<file path="config.mk">
export PLATFORM = sky130hd
export DESIGN_NAME = n_bit_comparator
export DESIGN_NICKNAME = d
export VERILOG_FILES = /design/src/rtl/n_bit_comparator.sv
export SDC_FILE = /design/constraint.sdc
export NUM_CORES = 1
export LEC_CHECK = 0
export CELL_PAD_IN_SITES_DETAIL_PLACEMENT = 1
export CELL_PAD_IN_SITES_GLOBAL_PLACEMENT = 1
export CORE_AREA = 2 2 44 46
export CTS_BUF_LIST = sky130_fd_sc_hd__clkbuf_16
export DETAILED_ROUTE_END_ITERATION = 6
export DIE_AREA = 0 0 46 48
export GPL_ROUTABILITY_DRIVEN = 1
export PLACE_DENSITY = 0.77
export SYNTH_ARGS = -nofsm -noshare
export SYNTH_HDL_FRONTEND = slang
export SYNTH_SLANG_ARGS = --single-unit
</file>
<file path="constraint.sdc">
create_clock -name clk -period 0.9 [get_ports clk]
set_input_delay 0.135 -clock clk [delete_from_list [all_inputs] [get_ports clk]]
set_output_delay 0.135 -clock clk [all_outputs]
set_load 0.05 [all_outputs]
</file>
<file path="src/rtl/n_bit_comparator.sv">
// n_bit_comparator: registered magnitude comparator for two N-bit operands.
// A compare presented with in_valid=1 at a rising edge is reported on the
// one-hot lesser/greater/equal flags, with out_valid=1, right after that edge.
//
// Handshake: in_valid qualifies a and b for exactly the edge it is high at.
// There is no ready; the block accepts one compare every cycle. out_valid is
// high for the single cycle following each accepted compare. The flags keep
// the last result while out_valid is low.
//
// Optional feature macro: N_BIT_COMPARATOR_STATS_EN.
// When it is defined the block gains stats_clr and three 16-bit saturating
// result counters (lt_count, gt_count, eq_count).
module n_bit_comparator #(
  parameter int N      = 9,
  parameter int SIGNED = 0
) (
  input  logic         clk,
  input  logic         rst_n,
  input  logic         in_valid,
  input  logic [N-1:0] a,
  input  logic [N-1:0] b,
`ifdef N_BIT_COMPARATOR_STATS_EN
  input  logic         stats_clr,
  output logic [15:0]  lt_count,
  output logic [15:0]  gt_count,
  output logic [15:0]  eq_count,
`endif
  output logic         out_valid,
  output logic         lesser,
  output logic         greater,
  output logic         equal
);

  // Inverting the sign bit maps two's-complement order onto unsigned order,
  // so one unsigned comparator serves both modes.
  logic [N-1:0] sign_flip;
  logic [N-1:0] a_key;
  logic [N-1:0] b_key;
  logic         lt_c;
  logic         gt_c;
  logic         eq_c;

  // Combinational compare of the current operands.
  always_comb begin
    sign_flip        = '0;
    sign_flip[N-1]   = (SIGNED != 0);
    a_key            = a ^ sign_flip;
    b_key            = b ^ sign_flip;
    lt_c             = (a_key < b_key);
    gt_c             = (a_key > b_key);
    eq_c             = (a == b);
  end

  logic out_valid_q, out_valid_d;
  logic lesser_q,    lesser_d;
  logic greater_q,   greater_d;
  logic equal_q,     equal_d;

  // Next-state for the flags: load on a valid compare, otherwise hold.
  // Operand values are never looked at unless in_valid is high.
  always_comb begin
    out_valid_d = in_valid;
    lesser_d    = lesser_q;
    greater_d   = greater_q;
    equal_d     = equal_q;
    if (in_valid) begin
      lesser_d  = lt_c;
      greater_d = gt_c;
      equal_d   = eq_c;
    end
  end

  // Flag registers; reset discards any in-flight result.
  always_ff @(posedge clk or negedge rst_n) begin
    if (!rst_n) begin
      out_valid_q <= 1'b0;
      lesser_q    <= 1'b0;
      greater_q   <= 1'b0;
      equal_q     <= 1'b0;
    end else begin
      out_valid_q <= out_valid_d;
      lesser_q    <= lesser_d;
      greater_q   <= greater_d;
      equal_q     <= equal_d;
    end
  end

  assign out_valid = out_valid_q;
  assign lesser    = lesser_q;
  assign greater   = greater_q;
  assign equal     = equal_q;

`ifdef N_BIT_COMPARATOR_STATS_EN
  localparam logic [15:0] CNT_MAX = 16'hFFFF;

  logic [15:0] lt_count_q, lt_count_d;
  logic [15:0] gt_count_q, gt_count_d;
  logic [15:0] eq_count_q, eq_count_d;

  // Counter next-state: clear has priority, increments saturate at all-ones.
  always_comb begin
    lt_count_d = lt_count_q;
    gt_count_d = gt_count_q;
    eq_count_d = eq_count_q;
    if (stats_clr) begin
      lt_count_d = '0;
      gt_count_d = '0;
      eq_count_d = '0;
    end else if (in_valid) begin
      if (lt_c && (lt_count_q != CNT_MAX)) lt_count_d = lt_count_q + 16'd1;
      if (gt_c && (gt_count_q != CNT_MAX)) gt_count_d = gt_count_q + 16'd1;
      if (eq_c && (eq_count_q != CNT_MAX)) eq_count_d = eq_count_q + 16'd1;
    end
  end

  // Counter registers, updated on the same edge as the flags.
  always_ff @(posedge clk or negedge rst_n) begin
    if (!rst_n) begin
      lt_count_q <= '0;
      gt_count_q <= '0;
      eq_count_q <= '0;
    end else begin
      lt_count_q <= lt_count_d;
      gt_count_q <= gt_count_d;
      eq_count_q <= eq_count_d;
    end
  end

  assign lt_count = lt_count_q;
  assign gt_count = gt_count_q;
  assign eq_count = eq_count_q;
`endif

endmodule

</file>
# ---- Yosys cells after proc, flatten, opt, wreduce, memory -nomap -nowiden
# Cells that the tools add are included.
dict set report classes {
  n_lt_le_gt_ge 2
  eq_ne 1
}
# cell count
set op_table {}
lappend op_table {{9-bit equality test} 1}
lappend op_table {{9-bit greater-than comparator} 1}
lappend op_table {{9-bit < comparator} 1}
dict set report word_totals {
  ff_bits 4
  input_bits 21
  out_inout_bits 4
  elab_cells 7
}

# ---- Logic depth before layout (Yosys ltp)
# Gate-level depths: netlist of the first run.
dict set report depth {
  depth_word 1
  mapped_depth 6
  depth_no_buf 6
}

# ---- Worst setup path after synthesis of the first run
# No wires, ideal clock.
dict set report synth_path {
  kind {input -> register}
  from {in b[8]}
  to {reg greater_q (netlist: greater)}
  t_arrival_ns 1.005
  setup_slack_ns -0.223
  stages 5
  path_buffers 0
  cell_sequence {inv_1 -> ha_1 -> a211oi_2 -> o221ai_2 -> o21a_1}
}
dict set report synth_via {
  elab_chain_cells 1
}
# item line
set synth_lines {}
lappend synth_lines {{start: declaration} 21} ;# input logic [N-1:0] b,
lappend synth_lines {{9-bit greater-than comparator} 50} ;# gt_c = (a_key > b_key);
lappend synth_lines {{end signal: assignment} 83} ;# greater_q <= greater_d;
lappend synth_lines {{end: declaration} 56} ;# logic greater_q, greater_d;
# Every way passes these cells.
# A chain may end at the register's enable or synchronous reset.

# ---- Worst setup path after layout of the first run
dict set report layout_path {
  from {reg lesser_q (netlist: lesser)}
  to {out lesser}
}
# item line
set layout_rtl {}
lappend layout_rtl {{start: declaration} 55} ;# logic lesser_q, lesser_d;
lappend layout_rtl {{start signal: assignment} 82} ;# lesser_q <= lesser_d;
lappend layout_rtl {{end: declaration} 29} ;# output logic lesser,
# No word-level cell between the ends.

==> summary.md, run 1 <==
The run gives 0.23 ns as the clock insertion delay at the later pin of the skew report. For the share of the yosys chip area belonging to registers, the log shows 25.5%. The flow ran to the end, but the final reports show violations. Global routing used 11.1% of the available tracks across all layers. The number of placed cells counting well taps came out at 83. The tool flagged a number of max-cap violations equal to 0. The total detailed-routing wirelength was 1120 µm. The share of cells above drive strength 1 is 77.5%, and the total number of vias is 416. The logs give 0.76 ns for the required time of the worst setup path and 15 for the row count.

The effective utilization at floorplan was 23.3%. For the initial antenna violation count, the log shows 0. Final cell count without fillers: 88. The count of input and output buffers was 24. For the number of optimization iterations in the first detailed-route pass, the log shows 1.

In this run the mean area of a mapped cell was 9.58 µm². The number of max-slew violations in the final report was 0. The synthesized netlist occupies a cell area of 393 µm². Sorting the synthesized cells by area gives the leading types as sky130_fd_sc_hd__ha_1, sky130_fd_sc_hd__dfrtp_1, sky130_fd_sc_hd__inv_1. Dividing the detail-routed wire length by the instance count gives 12.7 µm.

In this run the standard cell core region covers 1690 µm². Number of nets with antenna violations after routing: 0. The logs give 449 for the number of global-route vias before repair and 4 for the total number of clock tree sinks. The startpoint identified for the worst register-to-register timing path is greater. The floorplan step set the die width to 46 µm. The slowest stage of the critical path is the sky130_fd_sc_hd__dfrtp_1 cell. The final reports fail on setup timing.

The average vias per placed instance came out at 4.73. After synthesis, the share of flip-flops with an asynchronous set or reset is 100%. Sorting the synthesized cells by how often they occur yields sky130_fd_sc_hd__inv_1, sky130_fd_sc_hd__ha_1, sky130_fd_sc_hd__dfrtp_1. The instance count along the most critical hold path is 1. VDD sags by at most 0.00118 V.

The combined buffer and inverter count along the critical path is 1. The net count after synthesis is 71, and the power density over the cells is 1500 nW/µm². The stage delay of the slowest cell on the critical path came out at 0.41 ns. Timing analysis after detailed placement gives a worst setup slack of -0.833 ns. Setup repair after global routing could not meet its margin everywhere.

Buffers inserted during clock tree synthesis total 3. The run gives 0 as the antenna diode count. The tools report the root buffer cell as sky130_fd_sc_hd__clkbuf_16.

In this run the deepest clock path goes through 2 buffers. The arrival time at the worst endpoint came out at 0.81 ns. Walking the worst path, the cells encountered are buf_12.

For this run, design rule violations remaining after detail routing come to 0. The H-tree depth is 1, and the clock transition at the registers of the reported paths is 0.03 ns. The number of synthesized flops with an enable pin was 0; the number of nets in the layout was 102. For the final routed database, the setup TNS stands at -0.112 ns. The maximum clock rate is 1060 MHz, and the die area is 2210 µm². The kind of cell with the highest combined delay along the critical path is flip-flops.

At the end of routability-driven placement, the weighted congestion stood at 0.667. The area of placed instances was 786 µm². The top cell type by area accounts for 28.7% of the synthesized area. The worst path in the final design needs a cycle of 0.943 ns, including I/O delays and setup. The tightest min-delay check is of the in2reg type. The die height is 48 µm. The endpoint identified for the worst register-to-register timing path is greater. The analysis attributes to cell leakage a power of 0.414 nW.

The startpoint-to-endpoint class of the critical path was reg2out. The critical-path maximum fanout works out to 2. After the first detailed-routing iteration, the DRC count stood at 0. For the pin with the worst max-slew slack, the measured transition is 0.188 ns.

The tools report the boundary pin count as 25. The logs give 4 for the number of setup violations in the final report and 0 for the total of hold buffers inserted after clock tree synthesis. The predominant post-synthesis flop cell was sky130_fd_sc_hd__dfrtp_1. Summed over all layers, the global routing overflow is 0.

The Yosys step of the flow raised 0 warnings. The first global-routing pass estimated 1690 µm of wire. The finished cells cover 913 µm².

The worst setup path startpoint was lesser. The HPWL after detailed placement is 854 µm. The run gives 5 as the largest net degree at the start of global routing. The post-synthesis to final-layout area growth was 132%.

The final worst-path cycle share came out at 105%. The logs give 0.13 ns for the register-to-register setup slack and 87.5% for the tightest slew margin relative to the limit. The final-report hold violation count was 0. The start point of the worst min-delay path is in_valid.

TritonCTS built the clock tree. For hold timing, the worst endpoint is out_valid. The worst setup path is captured at an output pin. The number of different library cells used by synthesis comes to 17. The clock arrives with 0 ns of skew. For the final worst-path setup slack, the log shows -0.0435 ns. Counting cells, the worst reg-to-reg path comes to 3.

STA classifies the critical path startpoint as a flop. The synthesized design contains 4 register bits. After technology mapping, the gate count stands at 41. sky130_fd_sc_hd__inv_1 is the most common cell in the netlist. Cell type with the highest aggregate area in the netlist: sky130_fd_sc_hd__ha_1.
layer usage:
layer | vias to the layer above | share of wire [%] | GRT usage, %
met1 | 196 | 41 | 11.5
met3 | 2 | 6.8 | 3.40
met4 | 0 | 1.2 | 5.14
met5 | - | 0 | 0
met2 | 18 | 50 | 20.6
li1 | 200 | - | -
worst max path at each step:
stage / endpoint / slack, ns / depth (start not counted)
floorplan: greater / -0.09 / 5
global placement: greater / -0.78 / 6
detailed placement: greater / -0.83 / 6
CTS: greater / -0.06 / 6
global route: greater / -0.07 / 7
finish: lesser / -0.04 / 1
per-stage QoR:
step           utilization, %  hold WS, ns  power (W)
2_1_floorplan               -       -0.161   0.000402
3_3_place_gp             46.5        0.352   0.000601
3_5_place_dp             46.5        0.356   0.000608
4_1_cts                  53.6        0.116    0.00135
6_report                 54.1       0.0960    0.00137
5_1_grt                  54.1        0.112    0.00143
repair_timing:
item / in CTS / in global routing
resized for setup: 83 / 10
pin swaps: 18 / 11
setup buffers: 1 / 0
setup endpoints to repair: 7 / 7
cell type report:
type                            instances  area [µm²]
Tap cell                               17        21.3
Inverter                               11        66.3
Timing Repair Buffer                   26         250
Multi-Input combinational cell         26         395
Sequential cell                         4         101
Clock buffer                            3        75.1
Fill cell                             181         776
Clock inverter                          1        3.75
layout by cell type, fill, tap and decap left out, types with 2 or more instances in the layout:
master and n:
sky130_fd_sc_hd__ha_4 8, sky130_fd_sc_hd__buf_2 8, sky130_fd_sc_hd__inv_2 7, sky130_fd_sc_hd__clkbuf_2 4, sky130_fd_sc_hd__buf_6 4, sky130_fd_sc_hd__buf_12 4
sky130_fd_sc_hd__inv_1 3, sky130_fd_sc_hd__clkbuf_16 3, sky130_fd_sc_hd__dfrtp_1 3, sky130_fd_sc_hd__inv_12 2, sky130_fd_sc_hd__nor2_1 2, sky130_fd_sc_hd__buf_8 2
sky130_fd_sc_hd__buf_4 2
flip-flops by register name, indices dropped and copies added, names as in the netlist:
signal / cells
out_valid: 1
lesser: 1
equal: 1
greater: 1
cells by family (layout without fill, tap and decap cells):
group                    Yosys count  in the layout  synth area share [%]
AND/OR/NAND/NOR                    8              8                  15.0
buffers and inverters             11             41                  10.5
adder cells (fa/ha/maj)            9              9                  28.7
flip-flops                         4              4                  25.5
AO/OA/AOI/OAI                      9              9                  20.4
where the power goes:
group	leakage (nW)	switching (W)	internal [W]
sequential	0.0473	0.0000172	0.000196
clock	0.0423	0.000142	0.000575
combinational	0.324	0.000202	0.000235
Note: power is estimated with default switching activity, not from simulation.
==> run 2: changes to the inputs <==
CORE_AREA = 2 2 42 44   (was 2 2 44 46)
DIE_AREA = 0 0 44 46   (was 0 0 46 48)
PLACE_DENSITY = 0.83   (was 0.77)
clock period = 1.1 ns   (was 0.9 ns; I/O delays follow)
==> run 2 against run 1 <==
Net effect: the flow now finishes without violations; worst setup slack improved by 0.080 ns; routed wire length rose by 14%; via count fell by 2.6%; count of clock-buffer cells in the layout did not move; die area fell by 8.3%; non-clock buffer count rose by 3; sequential power fell by 17%; core utilization fell by 0.43 points; register-to-register slack improved by 0.17 ns; worst hold slack improved by 0.050 ns.
==> summary.md, run 2 (same netlist as run 1, synthesis figures left out) <==
Setup repair after global routing left no endpoint under its margin. The boundary pin count is 25 (unchanged). For the worst clock skew, the log shows 0 ns (unchanged). The first-pass GRT wire length came out at 1970 µm (+17%).

The antenna diode count was 0 (unchanged); the number of max-cap violations was 0 (unchanged). The critical-path maximum fanout came out at 3 (+1). The die height is 46 µm (-4.2%). The actual slew at the worst max-slew pin was 0.203 ns (+0.0152 ns). The post-detailed-placement half-perimeter wirelength was 844 µm (-1.2%); the residual DRC count was 0 (unchanged). Average vias per placed instance: 4.50 (-4.8%). The stage delay of the slowest cell on the critical path came out at 0.28 ns (-0.13 ns). Arrival time at the worst endpoint: 1.18 ns (+0.37 ns).

The die area is 2020 µm² (-8.3%). The post-synthesis to final-layout area growth is 120%. STA classifies the critical path startpoint as a primary input. The run gives 1.21 ns (+0.45 ns) as the required time of the worst setup path.

The detailed-routing wirelength on met1 came out at 496 µm (+7.1%). Counting I/O delays and the setup requirement, the final critical path takes 1.06 ns. The tools report the number of optimization iterations in the first detailed-route pass as 3 (+2).

The cell type group with the largest total delay on the critical path is simple AND/OR/NAND/NOR gates. The tools report the number of max-slew violations in the final report as 0 (unchanged). The tools report the maximum buffer depth of the clock tree as 2 (unchanged). The library cells used most frequently in the layout, excluding fill and tap cells, are sky130_fd_sc_hd__inv_2, sky130_fd_sc_hd__ha_4, sky130_fd_sc_hd__clkbuf_2. Walking the worst path, the cells encountered are clkdlybuf4s15_1 > ha_4 > nand4_4 > nor3_4 > nor2_1 > o21a_1. The tools report the element type at the critical path end as a flop. The startpoint-to-endpoint class of the critical path was in2reg. In this run the critical register-to-register path is captured at greater. For the register-to-register setup slack, the log shows 0.30 ns (+0.17 ns). For the weighted congestion reported at the end of routability-driven placement, the log shows 0.689 (+3.2%).

The run gives 1280 µm (+14%) as the total detailed-routing wirelength. The final core area utilization is 53.6% (-0.43 points), and the share of cells above drive strength 1 is 61.6% (-16 points). TritonCTS built the clock tree. The slowest stage of the critical path belongs to the cell sky130_fd_sc_hd__ha_4. For the H-tree depth, the log shows 1 (unchanged). The tools report the clock buffer count from CTS as 3 (unchanged).

The clock insertion delay at the later pin of the skew report is 0.23 ns (about the same), and the final-layout worst hold slack is 0.146 ns (+0.0501 ns). The root buffer cell chosen for the clock tree is sky130_fd_sc_hd__clkbuf_16. The flow ran to the end, and the final reports show no timing, DRC or antenna violations. Routed signal wires occupy layers up through met4. The library cell used most frequently in the layout, excluding fill and tap cells, is sky130_fd_sc_hd__inv_2. The row count was 15 (unchanged); the final worst-path cycle share was 96.7%. The total met2 wirelength after detailed routing is 688 µm (+22%).

The number of global-route vias before repair is 449 (unchanged), and the leftover overflow at the end of global routing is 0 (unchanged). The all-layer global routing usage was 14.4% (+3.2 points). The power density over the cells came out at 1260 nW/µm² (-16%). The tools report the area of placed instances as 729 µm² (-7.2%). The tools report the post-route standard cell area excluding fillers as 866 µm² (-5.2%).

The startpoint of the worst register-to-register path is greater. The tools report the tightest slew margin relative to the limit as 86.4% (-1.0 points). The wire length on met3 was 77 µm (+1.3%); the depth of the worst register-to-register path was 3 (unchanged). The count of input and output buffers was 24 (unchanged). The total number of vias is 405 (-2.6%), and the final-report hold violation count is 0 (unchanged). The total number of clock tree sinks was 4 (unchanged).

The clock transition at the registers of the reported paths is 0.03 ns (about the same), and the number of nets with antenna violations after routing is 0 (unchanged). The die outline width came out at 44 µm (-4.3%). The maximum vdd drop came out at 0.000741 V (-37%). The tools report the initial antenna violation count as 0 (unchanged). The tools report the register area as 100 µm² (-1.2%).

The core area is 1610 µm² (-4.4%). The combined buffer and inverter count along the critical path was 1 (unchanged). The number of nets in the layout is 105 (+2.9%), and the maximum clock rate is 941 MHz.

Number of DRC markers in iteration 0: 3 (+3). The total of hold buffers inserted after clock tree synthesis was 0 (unchanged). The tightest min-delay check is of the in2async type. The logs give 192 (+6.1%) for the number of fillers in the final layout and 363 µm² (-8.2%) for the multi-input gate area in the final layout. The aggregate negative setup slack came out at 0 ns (+0.112 ns).

The overall power of the completed layout was 0.00109 W (-20%); the static power due to leakage was 0.403 nW (-2.7%). The effective utilization at floorplan was 24.3% (+1.1 points); the largest net degree at the start of global routing was 5 (unchanged). The routed length per instance was 14.2 µm (+12%); the number of setup violations in the final report was 0 (-4).
==> run 2: changes by cell type in the layout (fill, tap and decap cells not counted), moves of 2 or more <==
cell	previous run	this run
sky130_fd_sc_hd__buf_4	2	5
sky130_fd_sc_hd__clkdlybuf4s15_1	1	4
sky130_fd_sc_hd__buf_2	8	2
sky130_fd_sc_hd__inv_12	2	0
sky130_fd_sc_hd__buf_6	4	0
sky130_fd_sc_hd__buf_8	2	0
sky130_fd_sc_hd__clkbuf_2	4	7
sky130_fd_sc_hd__dlygate4sd2_1	0	6
==> run 2: worst register-to-register path, delay by kind of cell, from the launching register on <==
family / cells / cell delay [ns]
flops: 1 / 0.42
simple gates: 2 / 0.17
compound gates: 1 / 0.10
==> run 2: layer usage <==
| metal | vias up | track usage (%) |
|---|---|---|
| met5 | - | 0 |
| met4 | 0 | 7.27 |
| met3 | 2 | 5.16 |
| met2 | 14 | 24.4 |
| met1 | 185 | 15.8 |
| li1 | 204 | - |
==> run 2: area by class of cell <==
type / instances / area share, %
clock buffer: 3 / 8.67
tap: 17 / 2.46
sequential: 4 / 11.6
inverter: 11 / 4.77
timing repair buffer: 29 / 30.6
multi-input combinational: 26 / 41.9
==> run 2: through the flow <==
stage	worst slack, ns	std cells
2_1_floorplan	0.00537	41
3_3_place_gp	-0.539	85
3_5_place_dp	-0.579	85
4_1_cts	0.00115	89
5_1_grt	0.000288	90
6_report	0.0367	90
==> run 2: timing repair <==
item	in CTS	in global routing
pin swaps	15	12
endpoints found under the setup margin	3	3
buffers inserted	1	1
cloned	0	0
resized for setup	45	15
==> run 2: how the worst max path moves through the flow <==
stage | end | slack, ns | cells past startpoint | start
floorplan | greater | 0.005 | 6 | b[7]
global placement | greater | -0.54 | 7 | b[7]
detailed placement | greater | -0.58 | 7 | b[6]
CTS | greater | 0.001 | 7 | b[2]
global route | lesser | 0.0003 | 7 | a[0]
finish | greater | 0.04 | 6 | a[5]
==> run 2: power breakdown <==
part           internal, W  switching, W  total [W]
Clock             0.000465      0.000114   0.000579
Sequential        0.000160     0.0000155   0.000176
Combinational     0.000175      0.000157   0.000331
==> run 3: changes to the inputs <==
CORE_AREA = 2 2 44 46   (was 2 2 42 44)
DIE_AREA = 0 0 46 48   (was 0 0 44 46)
PLACE_DENSITY = 0.77   (was 0.83)
clock period = 1.2 ns   (was 1.1 ns; I/O delays follow)
==> run 3 against run 2 <==
Net effect: die area is 9.1% higher; critical path depth stayed put; via count is 4.2% lower; clock skew stayed put; combinational power is 6.9% lower; count of clock-buffer cells in the layout stayed put; register-to-register slack better by 0.10 ns; design area is 3.6% higher; sequential share of layout area is 0.40 points lower; critical endpoint is now lesser.
==> summary.md, run 3 (same netlist as run 1, synthesis figures left out) <==
The run finished with clean final reports. The row count came out at 15 (unchanged). The run gives 2 (unchanged) as the maximum buffer depth of the clock tree.

The logs give 0.406 nW (+0.87%) for the static power due to leakage and 897 µm² (+3.6%) for the post-route standard cell area excluding fillers. Setup repair after global routing left no endpoint under its margin. The count of input and output buffers is 24 (unchanged), and the leftover overflow at the end of global routing is 0 (unchanged).

The maximum clock rate is 886 MHz, and the die height is 48 µm (+4.3%). The routed design could run at a clock period as short as 1.13 ns. Average vias per placed instance: 4.46 (-0.89%). The tools report the aggregate negative setup slack as 0 ns (unchanged). Core area: 1690 µm² (+4.7%). The effective utilization at floorplan was 23.3% (-1.1 points); the arrival time at the worst endpoint was 1.22 ns (+0.04 ns).

The number of DRC markers in iteration 0 was 0 (-3); the area of placed instances was 709 µm² (-2.7%). TritonCTS built the clock tree. The total detailed-routing wirelength was 1100 µm (-14%); the critical-path maximum fanout was 2 (-1). The tools report the die area as 2210 µm² (+9.1%). The number of max-slew violations in the final report is 0 (unchanged), and the clock insertion delay at the later pin of the skew report is 0.22 ns (about the same). The run gives 1790 µm (-9.1%) as the first-pass GRT wire length. The actual slew at the worst max-slew pin is 0.194 ns (-0.00921 ns), and the H-tree depth is 1 (unchanged). For the initial antenna violation count, the log shows 0 (unchanged). The post-CTS setup buffer count came out at 0 (-1). The tools report the element type at the critical path end as a flop. Total number of vias: 388 (-4.2%). The tightest slew margin relative to the limit was 87.1% (+0.62 points). Most common cell after layout, fill and taps aside: sky130_fd_sc_hd__dlygate4sd2_1.

The depth of the worst register-to-register path is 3 (unchanged), and the number of nets in the layout is 102 (-2.9%). The post-synthesis to final-layout area growth works out to 128%. Maximum vdd drop: 0.000939 V (+27%).

The boundary pin count is 25 (unchanged). The logs give 425 (-5.3%) for the number of global-route vias before repair and 0 ns (unchanged) for the worst clock skew. The die outline width was 46 µm (+4.5%). The run gives 11.8% (-2.5 points) as the all-layer global routing usage.

The clock buffer count from CTS is 3 (unchanged), and the share of cells above drive strength 1 is 50.0% (-12 points). Number of setup violations in the final report: 0 (unchanged). The total number of clock tree sinks is 4 (unchanged). For the required time of the worst setup path, the log shows 1.30 ns (+0.09 ns).

The run gives 0 (unchanged) as the number of max-cap violations. The residual DRC count is 0 (unchanged), and the antenna diode count is 0 (unchanged). The post-detailed-placement half-perimeter wirelength was 873 µm (+3.4%). Routed length per instance: 12.6 µm (-11%). In the finished design, the share of the clock period the worst path needs comes to 94.1%. The final-report hold violation count is 0 (unchanged), and the total of hold buffers inserted after clock tree synthesis is 0 (unchanged).

The clock transition at the registers of the reported paths was 0.03 ns (about the same). Number of nets with antenna violations after routing: 0 (unchanged). Register-to-register setup slack: 0.40 ns (+0.10 ns). Leaving out fill and tap cells, the most frequent cells in the layout are sky130_fd_sc_hd__dlygate4sd2_1, sky130_fd_sc_hd__inv_2, sky130_fd_sc_hd__ha_4. The power density over the cells was 1100 nW/µm² (-13%). The tightest min-delay check is of the in2async type. The critical path in this run is classified as in2reg. The final core area utilization is 53.1% (-0.53 points).

The largest net degree at the start of global routing was 5 (unchanged). The number of optimization iterations in the first detailed-route pass is 1 (-2). The worst setup path is launched from a primary input. The root buffer cell chosen for the clock tree is sky130_fd_sc_hd__clkbuf_16. The weighted congestion reported at the end of routability-driven placement came out at 0.689 (about the same).
==> run 3: changes by cell type in the layout (fill, tap and decap cells not counted), moves of 2 or more <==
cell,change
sky130_fd_sc_hd__buf_2,-2
sky130_fd_sc_hd__clkdlybuf4s15_1,-4
sky130_fd_sc_hd__clkbuf_2,-7
sky130_fd_sc_hd__dlygate4sd2_1,+13
sky130_fd_sc_hd__buf_4,-3
==> run 3: worst max-delay path: stages <==
cell	delay, ns
sky130_fd_sc_hd__dlygate4sd2_1	0.26
sky130_fd_sc_hd__ha_4	0.26
sky130_fd_sc_hd__nor2b_1	0.12
sky130_fd_sc_hd__o21ai_1	0.09
sky130_fd_sc_hd__a211oi_2	0.21
sky130_fd_sc_hd__o2bb2ai_1	0.09
==> run 3: per-layer routing <==
| layer | share of wire, % | vias to the layer above | track usage (%) |
|---|---|---|---|
| met4 | 2.0 | 0 | 6.86 |
| met1 | 42 | 176 | 13.7 |
| met2 | 52 | 13 | 20.0 |
| met3 | 4.5 | 2 | 2.64 |
| li1 | - | 197 | - |
| met5 | 0 | - | 0 |
==> run 3: path summary, 6_finish.rpt <==
kind	from	endpoint
setup reg to reg	greater	greater
max in group asynchronous	rst_n	out_valid
min in group clk	in_valid	out_valid
hold reg to reg	equal	equal
setup / recovery	a[1]	lesser
hold / removal	rst_n	equal
==> run 3: area by class of cell <==
type	instances	area, µm²
clock buffers	3	75.1
fillers	189	792
inverters	11	41.3
multi-input cells	26	388
flip-flops and latches	4	100
well taps	17	21.3
repair buffers	26	272
==> run 3: report_power, final <==
group / internal (W) / switching [W] / total (W)
Clock: 0.000425 / 0.0000908 / 0.000516
Combinational: 0.000164 / 0.000144 / 0.000308
Sequential: 0.000147 / 0.0000124 / 0.000160
Total: 0.000736 / 0.000247 / 0.000984
==> run 3: repair_timing <==
item | 4_1_cts | 5_1_grt
hold endpoints to repair | 0 | 0
setup endpoints to repair | 3 | 1
resized for setup | 41 | 1
pin swaps | 16 | 0
==> run 3: through the flow <==
step	worst slack, ns	power, W	cells	hold WS [ns]
floorplan	0.0317	0.000275	41	-0.116
global placement	-0.478	0.000416	84	0.396
detailed placement	-0.493	0.000421	84	0.401
CTS	0.0541	0.000994	87	0.163
global route	0.00260	0.00104	87	0.172
finish	0.0708	0.000984	87	0.162
